**src/rtl/fifo_get_controller.sv**
```systemverilog
//------------------------------------------------------------------------------
// fifo_get_controller: get-side token ring of a mixed-clock cell FIFO.
// Revision: 1.0
//------------------------------------------------------------------------------
`default_nettype none

module fifo_get_controller #(
  parameter int NCELLS = 4,
  parameter int WIDTH  = 8
) (
  input  logic                      clk_get,
  input  logic                      reset,
  input  logic                      req_get,
  input  logic [NCELLS-1:0]         cell_full,
  input  logic [NCELLS*WIDTH-1:0]   cell_data,
  input  logic [NCELLS-1:0]         gtok_hold,
  output logic [NCELLS-1:0]         en_get,
  output logic [NCELLS-1:0]         gtok,
  output logic [WIDTH-1:0]          data_get,
  output logic                      valid_get,
  output logic                      empty
);

  localparam logic [NCELLS-1:0] TOK_RESET = {{(NCELLS-1){1'b0}}, 1'b1};

  logic [NCELLS-1:0] sync1_q;
  logic [NCELLS-1:0] full_s_q;
  logic [NCELLS-1:0] consumed_q, consumed_d;
  logic [NCELLS-1:0] gtok_q, gtok_d;
  logic [NCELLS-1:0] ready;
  logic [WIDTH-1:0]  data_q, data_d;
  logic [WIDTH-1:0]  tok_word;
  logic              valid_q, valid_d;
  logic              deq;

  // A consumed cell stays blocked until its synchronized full flag drops,
  // so a stale high flag cannot cause a second read of the same word.
  assign ready  = full_s_q & ~consumed_q & ~gtok_hold;
  assign empty  = ~|(gtok_q & ready);
  assign deq    = req_get & ~empty;
  assign en_get = deq ? gtok_q : '0;

  always_comb begin
    tok_word = '0;
    for (int i = 0; i < NCELLS; i++) begin
      if (gtok_q[i]) begin
        tok_word = tok_word | cell_data[i*WIDTH +: WIDTH];
      end
    end
  end

  always_comb begin
    consumed_d = (consumed_q & full_s_q) | en_get;
    gtok_d     = deq ? {gtok_q[NCELLS-2:0], gtok_q[NCELLS-1]} : gtok_q;
    data_d     = deq ? tok_word : data_q;
    valid_d    = deq;
  end

  always_ff @(posedge clk_get or posedge reset) begin
    if (reset) begin
      sync1_q    <= '0;
      full_s_q   <= '0;
      consumed_q <= '0;
      gtok_q     <= TOK_RESET;
      data_q     <= '0;
      valid_q    <= 1'b0;
    end else begin
      sync1_q    <= cell_full;
      full_s_q   <= sync1_q;
      consumed_q <= consumed_d;
      gtok_q     <= gtok_d;
      data_q     <= data_d;
      valid_q    <= valid_d;
    end
  end

  assign gtok      = gtok_q;
  assign data_get  = data_q;
  assign valid_get = valid_q;

endmodule

`default_nettype wire

```
**config.mk**
```make
export PLATFORM = sky130hd
export DESIGN_NAME = fifo_get_controller
export DESIGN_NICKNAME = d
export VERILOG_FILES = /design/src/rtl/fifo_get_controller.sv
export SDC_FILE = /design/constraint.sdc
export NUM_CORES = 1
export LEC_CHECK = 0
export CORE_MARGIN = 2
export CORE_UTILIZATION = 64
export CTS_CLUSTER_DIAMETER = 30
export DETAILED_ROUTE_END_ITERATION = 7
export DONT_BUFFER_PORTS = 1
export PLACE_DENSITY_LB_ADDON = 0.15
export SLEW_MARGIN = 10
export SYNTH_ARGS = -nofsm -noshare
export SYNTH_HDL_FRONTEND = slang
export SYNTH_SLANG_ARGS = --single-unit
```
**constraint.sdc**
```tcl
create_clock -name clk_get -period 5.6 [get_ports clk_get]
set_input_delay 1.4 -clock clk_get [delete_from_list [all_inputs] [get_ports clk_get]]
set_output_delay 1.4 -clock clk_get [all_outputs]
set_load 0.005 [all_outputs]
```
==> out/results.tsv, run 1 <==
stage	metric	value	unit
drt	vias	723	
global_routing	grt_pass1_vias	612	
critical_path	slowest_stage	buf_4	
yosys	yosys_warnings	0	
timing	worstMarginPinSlew	0.881	ns
timing	relSlewSlack	41.2	%
timing	fin_skew	0.00590	ns
layout	syn_to_final_growth	1.54	%
critical_path	crit_path_max_fanout	21	
global_routing	grt_pass1_wl	2.68	mm
pwr	p_leak	0.545	nW
layout	fin_util	68.3	%
placed_design	globalplace.congestion	0.757	
critical_path	end_kind	primary output	
drt	top_layer	met3	
drt	drt_wl_total	1.96	mm
clock_tree	post-cts-setup-buffers	0	
clock_tree	cts_root_buffer	clkbuf_4	
die	start_util	67.3	%
die	ios	61	
critical_path	cp_slowest_stage_delay	0.35	ns
drt	dr_wl_met3	157	microns
timing	setup-tns-final	0	ns
clock_tree	numClockSinks	25	
drt	met1Wirelength	915	microns
critical_path	cp.arrival	2.40	ns
global_routing	grt-ovfl-total	0	
drt	dr.pass1.iters	4	
drt	wl_per_cell	18.3	microns
global_routing	grtUsageTotal	18.2	%
layout	drive_gt1_share	21.1	%
clock_tree	worstSkewPairLatency	0.31	ns
clock_tree	numCtsBuffers	3	
timing	setup_viol	0	
global_routing	grt_start_max_net_pins	26	
yosys	syn_area	1140	sq um
die	core_area	1690	sq um
global_routing	antenna_found_initial	0	
layout	final_nets	134	
die	fp.dieH	46.1	microns
drt	drt_iter0_markers	21	
placed_design	place_ws	1.80	ns
drt	drtAntennaViolNets	0	
clock_tree	hold_buffers	0	
critical_path	start_kind	input port	
yosys	synthDistinctLibCells	17	
clock_tree	h-tree-depth	1	
clock_tree	cts_tree	done	
timing	rsz0062_at_grt	no	
pwr	ir_drop	190	uV
die	die_w	46.1	microns
clock_tree	cts_max_path_buffers	2	
min_path	hold_path.class	flop to flop	
critical_path	crit_chain	and4bb_4 -> o41ai_4 -> buf_4 -> nor2_1	
timing	whs	0.364	ns
timing	period_share	67.9	%
placed_design	io_buffers	0	
critical_path	cp_num_buf_inv	1	
layout	diodes	0	
status	outcome	completed	
drt	drcViolationCount	0	
yosys	ys_seq_area_share	55.2	%
timing	max_freq	263	MHz
layout	layout.cells.most_common	dfrtp_1	
yosys	syn-num-nets	134	
run	cap_violations	0	
timing	hold_viol_final	0	
critical_path	cp_top_family	buffers and inverters	
pwr	power.density_cell_area	275	nW/um^2
timing	setup_slack	1.80	ns
drt	viasPerCell	6.76	
yosys	synth_cells	91	
clock_tree	clkTransAtPathRegs	0.13	ns
timing	period_minus_slack	3.80	ns
critical_path	critPathRequiredTime	4.20	ns
die	rows	15	
die	die-area	2130	sq um
yosys	avgSynthCellArea	12.5	sq um
critical_path	critical_path_class	input port to primary output	
drt	met2_length	882	microns
timing	report.final.slew_viol_count	0	
clock_tree	cts_resized	0	
placed_design	dp_hpwl	1.38	mm
yosys	ys_ff_latch	25	
layout	mostFrequentLayoutCells	dfrtp_1, a22oi_1, nand2_1, mux2_4, inv_1	
Yosys cell counts (all sizes together):
master   n  area [sq um]
mux2i    4          40.0
dfstp    1          26.3
buf      6          38.8
inv      6          22.5
o41ai    1          27.5
a22oi   16           120
dfrtp   24           601
nand2   12          45.0
and4bb   4          57.6
nor4     1          6.26
mux2     8           116
nor2     4          15.0
o21ai    4          20.0
final cells by class:
| cell class | instances | area [sq um] |
|---|---|---|
| flip-flops and latches | 25 | 627 |
| inverters | 6 | 22.5 |
| well taps | 17 | 21.3 |
| clock inverters | 1 | 5.00 |
| multi-input cells | 54 | 448 |
| repair buffers | 1 | 7.51 |
| clock buffers | 3 | 22.5 |
| fillers | 133 | 536 |
power breakdown:
part | switching (mW) | internal (mW)
sequential | 0.00732 | 0.194
clock | 0.0493 | 0.0266
combinational | 0.0194 | 0.0213
total | 0.0760 | 0.242
path summary, 6_finish.rpt:
kind | slack (ns) | to | cells past startpoint | from
max | 1.80 | en_get[0] | 4 | gtok_hold[3]
min | 0.36 | full_s_q[3] | 0 | sync1_q[3]
max reg2reg | 3.58 | data_get[6] | 4 | gtok[3]
min reg2reg | 0.36 | full_s_q[3] | 0 | sync1_q[3]
max in group asynchronous | 3.91 | consumed_q[2] | 1 | reset
min in group asynchronous | 1.15 | data_get[0] | 1 | reset
registers in the layout, summed over array words and instances (netlist names):
signal / cells
data_get: 8
consumed_q: 4
full_s_q: 4
gtok: 4
sync1_q: 4
valid_get: 1
logic make-up (layout without fill, tap and decap cells):
| kind of cell | count (synthesis) | in the layout | synth area share (%) |
|---|---|---|---|
| mux | 12 | 12 | 13.8 |
| simple gates | 21 | 21 | 10.9 |
| compound gates | 21 | 21 | 14.8 |
| flops | 25 | 25 | 55.2 |
| buf+inv | 12 | 11 | 5.40 |
through the flow:
stage          cell area [sq um]  instances  total power [mW]
3_5_place_dp                1130        103             0.246
3_3_place_gp                1130        103             0.245
4_1_cts                     1150        107             0.322
5_1_grt                     1150        107             0.334
2_1_floorplan               1140         91             0.240
6_report                    1150        107             0.318
routing by layer:
metal	GRT usage [%]	up-vias
met2	29.2	43
met1	23.8	355
li1	-	325
met4	6.86	0
met5	0	-
met3	4.71	0
Power figures use the tool's default switching activity.
==> run 2: changes to the inputs <==
--- a/config.mk
+++ b/config.mk
@@ -5,8 +5,9 @@
 export SDC_FILE = /design/constraint.sdc
 export NUM_CORES = 1
 export LEC_CHECK = 0
+export ABC_AREA = 1
 export CORE_MARGIN = 2
-export CORE_UTILIZATION = 64
+export CORE_UTILIZATION = 60
 export CTS_CLUSTER_DIAMETER = 30
 export DETAILED_ROUTE_END_ITERATION = 7
 export DONT_BUFFER_PORTS = 1
==> constraint.sdc (replaced) <==
create_clock -name clk_get -period 3.8 [get_ports clk_get]
set_input_delay 0.95 -clock clk_get [delete_from_list [all_inputs] [get_ports clk_get]]
set_output_delay 0.95 -clock clk_get [all_outputs]
set_load 0.005 [all_outputs]
==> run 2 against run 1 <==
Effect of this change: first-iteration DRC count is 43% lower; hold slack gained 0.0058 ns; register-to-register slack got worse by 1.3 ns; worst setup slack got worse by 0.69 ns; via count rose by 26%; synthesized area is 2.4% higher; final cell count increased by 56%; clock-buffer cell count stayed put; critical endpoint unchanged; largest power group unchanged.
==> out/results.tsv, run 2 <==
stage	metric	value	unit	change
status	outcome	completed		
critical_path	slowest_stage	dfstp_2		
critical_path	end_kind	primary output		
critical_path	cp_slowest_stage_delay	0.71	ns	+0.36 ns
yosys	yosysTopAreaCell	dfrtp_1		
die	core_area	1780	sq um	+5.6%
clock_tree	cts_max_path_buffers	2		unchanged
timing	rsz0062_at_grt	no		
critical_path	r2r_slack	2.32	ns	-1.26 ns
yosys	synthMostInstantiatedCell	nand2_1		
critical_path	cp.arrival	1.75	ns	-0.65 ns
yosys	yosys_warnings	0		unchanged
pwr	ir_drop	210	uV	+10%
placed_design	globalplace.congestion	0.761		+0.54%
timing	whs	0.369	ns	+0.00583 ns
layout	postLayoutCellArea	1180	sq um	+2.1%
clock_tree	numClockSinks	25		unchanged
min_path	min_from	sync1_q[3]		
yosys	avgSynthCellArea	8.02	sq um	-36%
yosys	ys_ff_latch	25		unchanged
layout	drive_gt1_share	8.45	%	-13 points
placed_design	place_ws	1.18	ns	-0.621 ns
run	cap_violations	0		unchanged
drt	dr.pass1.iters	4		unchanged
layout	layout.cells.most_common	nand2_1		
yosys	ys.flop_type	dfrtp_1		
pwr	total_power	0.396	mW	+25%
critical_path	start_kind	flop		
timing	setup_slack	1.10	ns	-0.693 ns
pwr	pwr-share-comb	1.6	%	-11 points
timing	setup-tns-final	0	ns	unchanged
placed_design	post-place-cells	163		+58%
yosys	ys_seq_area_share	53.9	%	-1.3 points
critical_path	cp_top_family	flip-flops		
pwr	net-switching-power	0.0848	mW	+12%
yosys	synthDistinctLibCells	14		-3
drt	wl_per_cell	14.0	microns	-24%
clock_tree	cts_resized	0		unchanged
pwr	p_seq_share	68.7	%	+5.4 points
critical_path	worstReg2RegStart	gtok[0]		
timing	period_minus_slack	2.70	ns	
pwr	p_int	0.311	mW	+29%
layout	largest_register_ffs	8		unchanged
drt	drtAntennaViolNets	0		unchanged
yosys	syn_area	1160	sq um	+2.4%
die	fp.dieH	48.0	microns	+4.1%
global_routing	grt-ovfl-total	0		unchanged
yosys	synth_edf_count	0		unchanged
critical_path	crit_path_max_fanout	13		-38%
critical_path	cp_num_cells	8		+4
timing	max_freq	371	MHz	
layout	fin_util	66.0	%	-2.3 points
clock_tree	cts_tree	done		
drt	vias	910		+26%
clock_tree	clkTransAtPathRegs	0.13	ns	about the same
pwr	netSwitchingFraction	21.4	%	-2.5 points
pwr	power.density_cell_area	336	nW/um^2	+22%
yosys	syn-num-nets	188		+40%
layout	final_nets	186		+39%
die	die_w	48.0	microns	+4.1%
critical_path	r2r_cells	8		+4
critical_path	crit_chain	nand2_1 -> inv_1 -> nand2_1 -> nand2_2 -> inv_2 -> nand2_4 -> nand3_1 -> inv_1		
yosys	synthTopCellsByArea	dfrtp_1, nand2_1, nand3_1		
clock_tree	h-tree-depth	1		unchanged
timing	fin_skew	0.00418	ns	-0.00171 ns
min_path	hold_depth	0		unchanged
yosys	synth_commonest_cells	nand2_1, dfrtp_1, inv_1, nand3_1, nand4_1		
global_routing	antenna_found_initial	0		unchanged
drt	drt_wl_total	2.33	mm	+19%
drt	drt_iter0_markers	12		-43%
drt	viasPerCell	5.45		-19%
critical_path	r2r_end	gtok[0]		
timing	worstMarginPinSlew	0.912	ns	+0.0306 ns
timing	relSlewSlack	39.1	%	-2.0 points
min_path	whs_endpoint	full_s_q[3]		
min_path	hold_path.class	flop to flop		
critical_path	critPathRequiredTime	2.85	ns	-1.35 ns
die	ios	61		unchanged
layout	syn_to_final_growth	1.18	%	
drt	drcViolationCount	0		unchanged
clock_tree	worstSkewPairLatency	0.31	ns	about the same
clock_tree	cts_root_buffer	clkbuf_4		
die	rows	15		unchanged
timing	setup_viol	0		unchanged
placed_design	place_area	1150	sq um	+1.9%
clock_tree	post-cts-setup-buffers	0		unchanged
die	die-area	2310	sq um	+8.5%
layout	final_cells	167		+56%
timing	report.final.slew_viol_count	0		unchanged
yosys	synth_top_area_share	51.6	%	-1.3 points
timing	period_share	71.0	%	
placed_design	io_buffers	0		unchanged
critical_path	cp_num_buf_inv	3		+2
global_routing	grt_pass1_vias	797		+30%
global_routing	grtUsageTotal	22.4	%	+4.1 points
global_routing	grt_pass1_wl	3.47	mm	+29%
yosys	synth_cells	145		+59%
clock_tree	hold_buffers	0		unchanged
die	start_util	65.3	%	-2.0 points
layout	diodes	0		unchanged
pwr	power_frac_clock	29.7	%	+5.8 points
global_routing	grt_start_max_net_pins	26		unchanged
pwr	p_leak	0.667	nW	+22%
yosys	async_flop_share	100	%	unchanged
layout	mostFrequentLayoutCells	nand2_1, dfrtp_1, inv_1, nand3_1, nand4_1		
clock_tree	numCtsBuffers	3		unchanged
critical_path	critical_path_class	flop to primary output		
timing	hold_viol_final	0		unchanged
## run 2: cell types whose count changed after synthesis, sizes merged, moves of 3 or more
cell    before  now
nand2       12   75
inv          6   13
nand4        0    8
mux2         8    0
mux2i        4    0
and4bb       4    0
o21ai        4    1
nand3        0   12
a22oi       16    0
## run 2: layer usage
| metal | vias up | wire (microns) | track usage, % |
|---|---|---|---|
| met5 | - | 0 | 0 |
| met4 | 0 | 19 | 8.11 |
| met3 | 2 | 172 | 5.28 |
| met2 | 35 | 1160 | 36.0 |
| met1 | 431 | 979 | 29.5 |
| li1 | 442 | - | - |
## run 2: worst reg2reg max path, stage by stage (launching register included)
cell     delay (ns)
dfstp_2        0.71
nand2_1        0.08
inv_1          0.06
nand2_1        0.06
nand2_2        0.10
inv_2          0.05
nand2_4        0.13
nand3_1        0.13
nand2_1        0.11
## run 2: cell type report
cell class,instances,area [sq um]
clock buffer,3,22.5
clock inverter,1,7.51
fill,157,606
inverter,13,48.8
multi-input combinational,100,440
sequential,25,627
tap,25,31.3
## run 2: power by group through the flow
stage               logic [mW]  clock network (mW)  registers [mW]
floorplan              0.00648                   0           0.277
global placement       0.00629                   0           0.277
detailed placement     0.00665                   0           0.277
CTS                    0.00666               0.124           0.272
global route           0.00769               0.135           0.273
finish                 0.00619               0.118           0.272
## run 2: cells by family (layout without fill, tap and decap cells)
logic type             count (synthesis)  count (layout)  synth area share, %
AO/OA/AOI/OAI                          1               1                 1.40
AND/OR/NAND/NOR                       99              99                 36.5
buffers and inverters                 20              17                 8.28
flip-flops                            25              25                 53.9
## run 2: how the worst max path moves through the flow
stage	start	end	slack [ns]
after floorplan	gtok_hold[2]	en_get[1]	1.30
after detailed placement	gtok_hold[2]	en_get[0]	1.18
after global routing	gtok[0]	en_get[0]	0.90
final	gtok[0]	en_get[0]	1.10
after CTS	gtok[0]	en_get[0]	1.08
after global placement	gtok_hold[2]	en_get[3]	1.22
==> run 3: changes to the inputs <==
==> constraint.sdc (replaced) <==
create_clock -name clk_get -period 2.5 [get_ports clk_get]
set_input_delay 0.625 -clock clk_get [delete_from_list [all_inputs] [get_ports clk_get]]
set_output_delay 0.625 -clock clk_get [all_outputs]
set_load 0.005 [all_outputs]
==> run 3 against run 2 <==
Effect of this change: worst setup slack got worse by 0.89 ns; final cell count increased by 2.4%; global-route usage barely moved; clock-buffer cell count unchanged; wire length rose by 7.7%; non-clock buffer count is 4 higher; sequential cell count unchanged; register-to-register slack worse by 1.2 ns; die area is the same; total power grew 51%; critical path depth is the same; critical endpoint unchanged; largest cell class unchanged.
==> out/results.tsv, run 3 (synthesis results as in run 2) <==
stage	metric	value	unit	change
drt	wl_per_cell	14.7	microns	+5.2%
clock_tree	worstSkewPairLatency	0.32	ns	about the same
placed_design	post-place-cells	166		+1.8%
global_routing	grt_start_max_net_pins	26		unchanged
timing	max_freq	437	MHz	
layout	postLayoutCellArea	1200	sq um	+2.1%
placed_design	dp_hpwl	1.85	mm	
drt	vias	955		+4.9%
timing	rsz0062_at_grt	no		
timing	report.final.slew_viol_count	0		unchanged
drt	drt_iter0_markers	18		+6
drt	drcViolationCount	0		unchanged
clock_tree	numCtsBuffers	3		unchanged
clock_tree	hold_buffers	0		unchanged
die	core_area	1780	sq um	unchanged
die	fp.dieH	48.0	microns	unchanged
die	rows	15		unchanged
die	die_w	48.0	microns	unchanged
layout	largest_register_ffs	8		unchanged
critical_path	start_kind	flop		
critical_path	r2r_cells	8		unchanged
layout	final_nets	190		+2.2%
min_path	hold_path.class	input port to flop		
critical_path	cp.arrival	1.66	ns	-0.09 ns
clock_tree	clkTransAtPathRegs	0.12	ns	about the same
layout	multi_input_area	440	sq um	unchanged
clock_tree	h-tree-depth	1		unchanged
clock_tree	cts_tree	done		
pwr	power.density_cell_area	497	nW/um^2	+48%
layout	mostFrequentLayoutCells	nand2_1, dfrtp_1, inv_1, nand3_1, nand4_1		
layout	syn_to_final_growth	3.33	%	
global_routing	grtUsageTotal	22.4	%	about the same
drt	dr.pass1.iters	4		unchanged
timing	period_share	91.5	%	
pwr	p_leak	0.693	nW	+3.9%
critical_path	critPathRequiredTime	1.88	ns	-0.97 ns
clock_tree	cts_max_path_buffers	2		unchanged
placed_design	io_buffers	0		unchanged
critical_path	critical_path_class	flop to primary output		
drt	drtAntennaViolNets	0		unchanged
global_routing	grt-ovfl-total	0		unchanged
layout	final_cells	171		+2.4%
layout	fill_cells	163		+3.8%
clock_tree	cts_root_buffer	clkbuf_4		
status	outcome	completed		
timing	fin_skew	0.0125	ns	+0.00834 ns
pwr	total_power	0.598	mW	+51%
global_routing	grt_pass1_wl	3.56	mm	+2.6%
layout	layout.cells.most_common	nand2_1		
global_routing	grt_pass1_vias	870		+9.2%
die	start_util	65.3	%	unchanged
timing	hold_viol_final	0		unchanged
pwr	ir_drop	419	uV	+100%
layout	seqCellArea	627	sq um	unchanged
critical_path	end_kind	primary output		
min_path	hold_depth	0		unchanged
timing	relSlewSlack	39.9	%	+0.80 points
timing	setup_viol	0		unchanged
critical_path	crit_path_max_fanout	13		unchanged
die	die-area	2310	sq um	unchanged
drt	viasPerCell	5.58		+2.5%
die	ios	61		unchanged
run	cap_violations	0		unchanged
clock_tree	numClockSinks	25		unchanged
drt	drt_wl_total	2.51	mm	+7.7%
layout	drive_gt1_share	11.0	%	+2.5 points
placed_design	place_area	1170	sq um	+2.0%
global_routing	antenna_found_initial	0		unchanged
timing	setup-tns-final	0	ns	unchanged
timing	period_minus_slack	2.29	ns	
placed_design	globalplace.congestion	0.787		+3.4%
layout	diodes	0		unchanged
timing	worstMarginPinSlew	0.900	ns	-0.0120 ns
==> run 3: path summary, 6_finish.rpt <==
kind,from,end,slack [ns]
setup / recovery,gtok[0],en_get[0],0.21
hold / removal,cell_full[2],sync1_q[2],0.33
setup reg to reg,gtok[0],gtok[1],1.09
hold reg to reg,sync1_q[3],full_s_q[3],0.37
max in group asynchronous,reset,gtok[1],1.57
min in group asynchronous,reset,data_get[1],0.37
==> run 3: final cells by class <==
type | instances | share of cell area [%]
Clock inverter | 1 | 0.416
Tap cell | 25 | 2.60
Sequential cell | 25 | 52.1
Clock buffer | 3 | 1.87
Inverter | 13 | 4.06
Timing Repair Buffer | 4 | 2.29
Multi-Input combinational cell | 100 | 36.6
==> run 3: per-layer routing <==
metal	part of all wire (%)	global-route usage [%]	vias up
li1	-	-	448
met1	39	27.0	449
met2	50	37.1	56
met3	11	4.53	2
met4	0.32	12.4	0
met5	0	0	-
==> run 3: critical path, stage by stage, from the launching register on <==
cell	delay, ns
dfstp_2	0.64
nand2_1	0.07
inv_1	0.05
nand2_1	0.06
nand2_2	0.11
inv_2	0.05
nand2_4	0.13
nand3_1	0.13
inv_1	0.09
==> run 3: per-stage QoR <==
step                      hold WS, ns  setup slack, ns  utilization [%]
final                           0.329            0.213             67.4
after global routing            0.287           0.0165             67.4
after CTS                       0.316            0.131             67.2
after detailed placement        0.339            0.499             65.6
after global placement          0.337            0.563             65.6
after floorplan                 0.331            0.654                -
==> run 3: what timing repair did <==
action | 4_1_cts | 5_1_grt
buffers inserted | 0 | 1
endpoints found under the hold margin | 0 | 0
resized for setup | 0 | 0
endpoints found under the setup margin | 0 | 4
==> run 3: where the power goes <==
part           internal (mW)  leakage [nW]  switching (mW)  total, mW
clock                 0.0598        0.0177           0.115      0.175
sequential             0.411         0.327         0.00260      0.414
combinational        0.00101         0.348         0.00809    0.00910
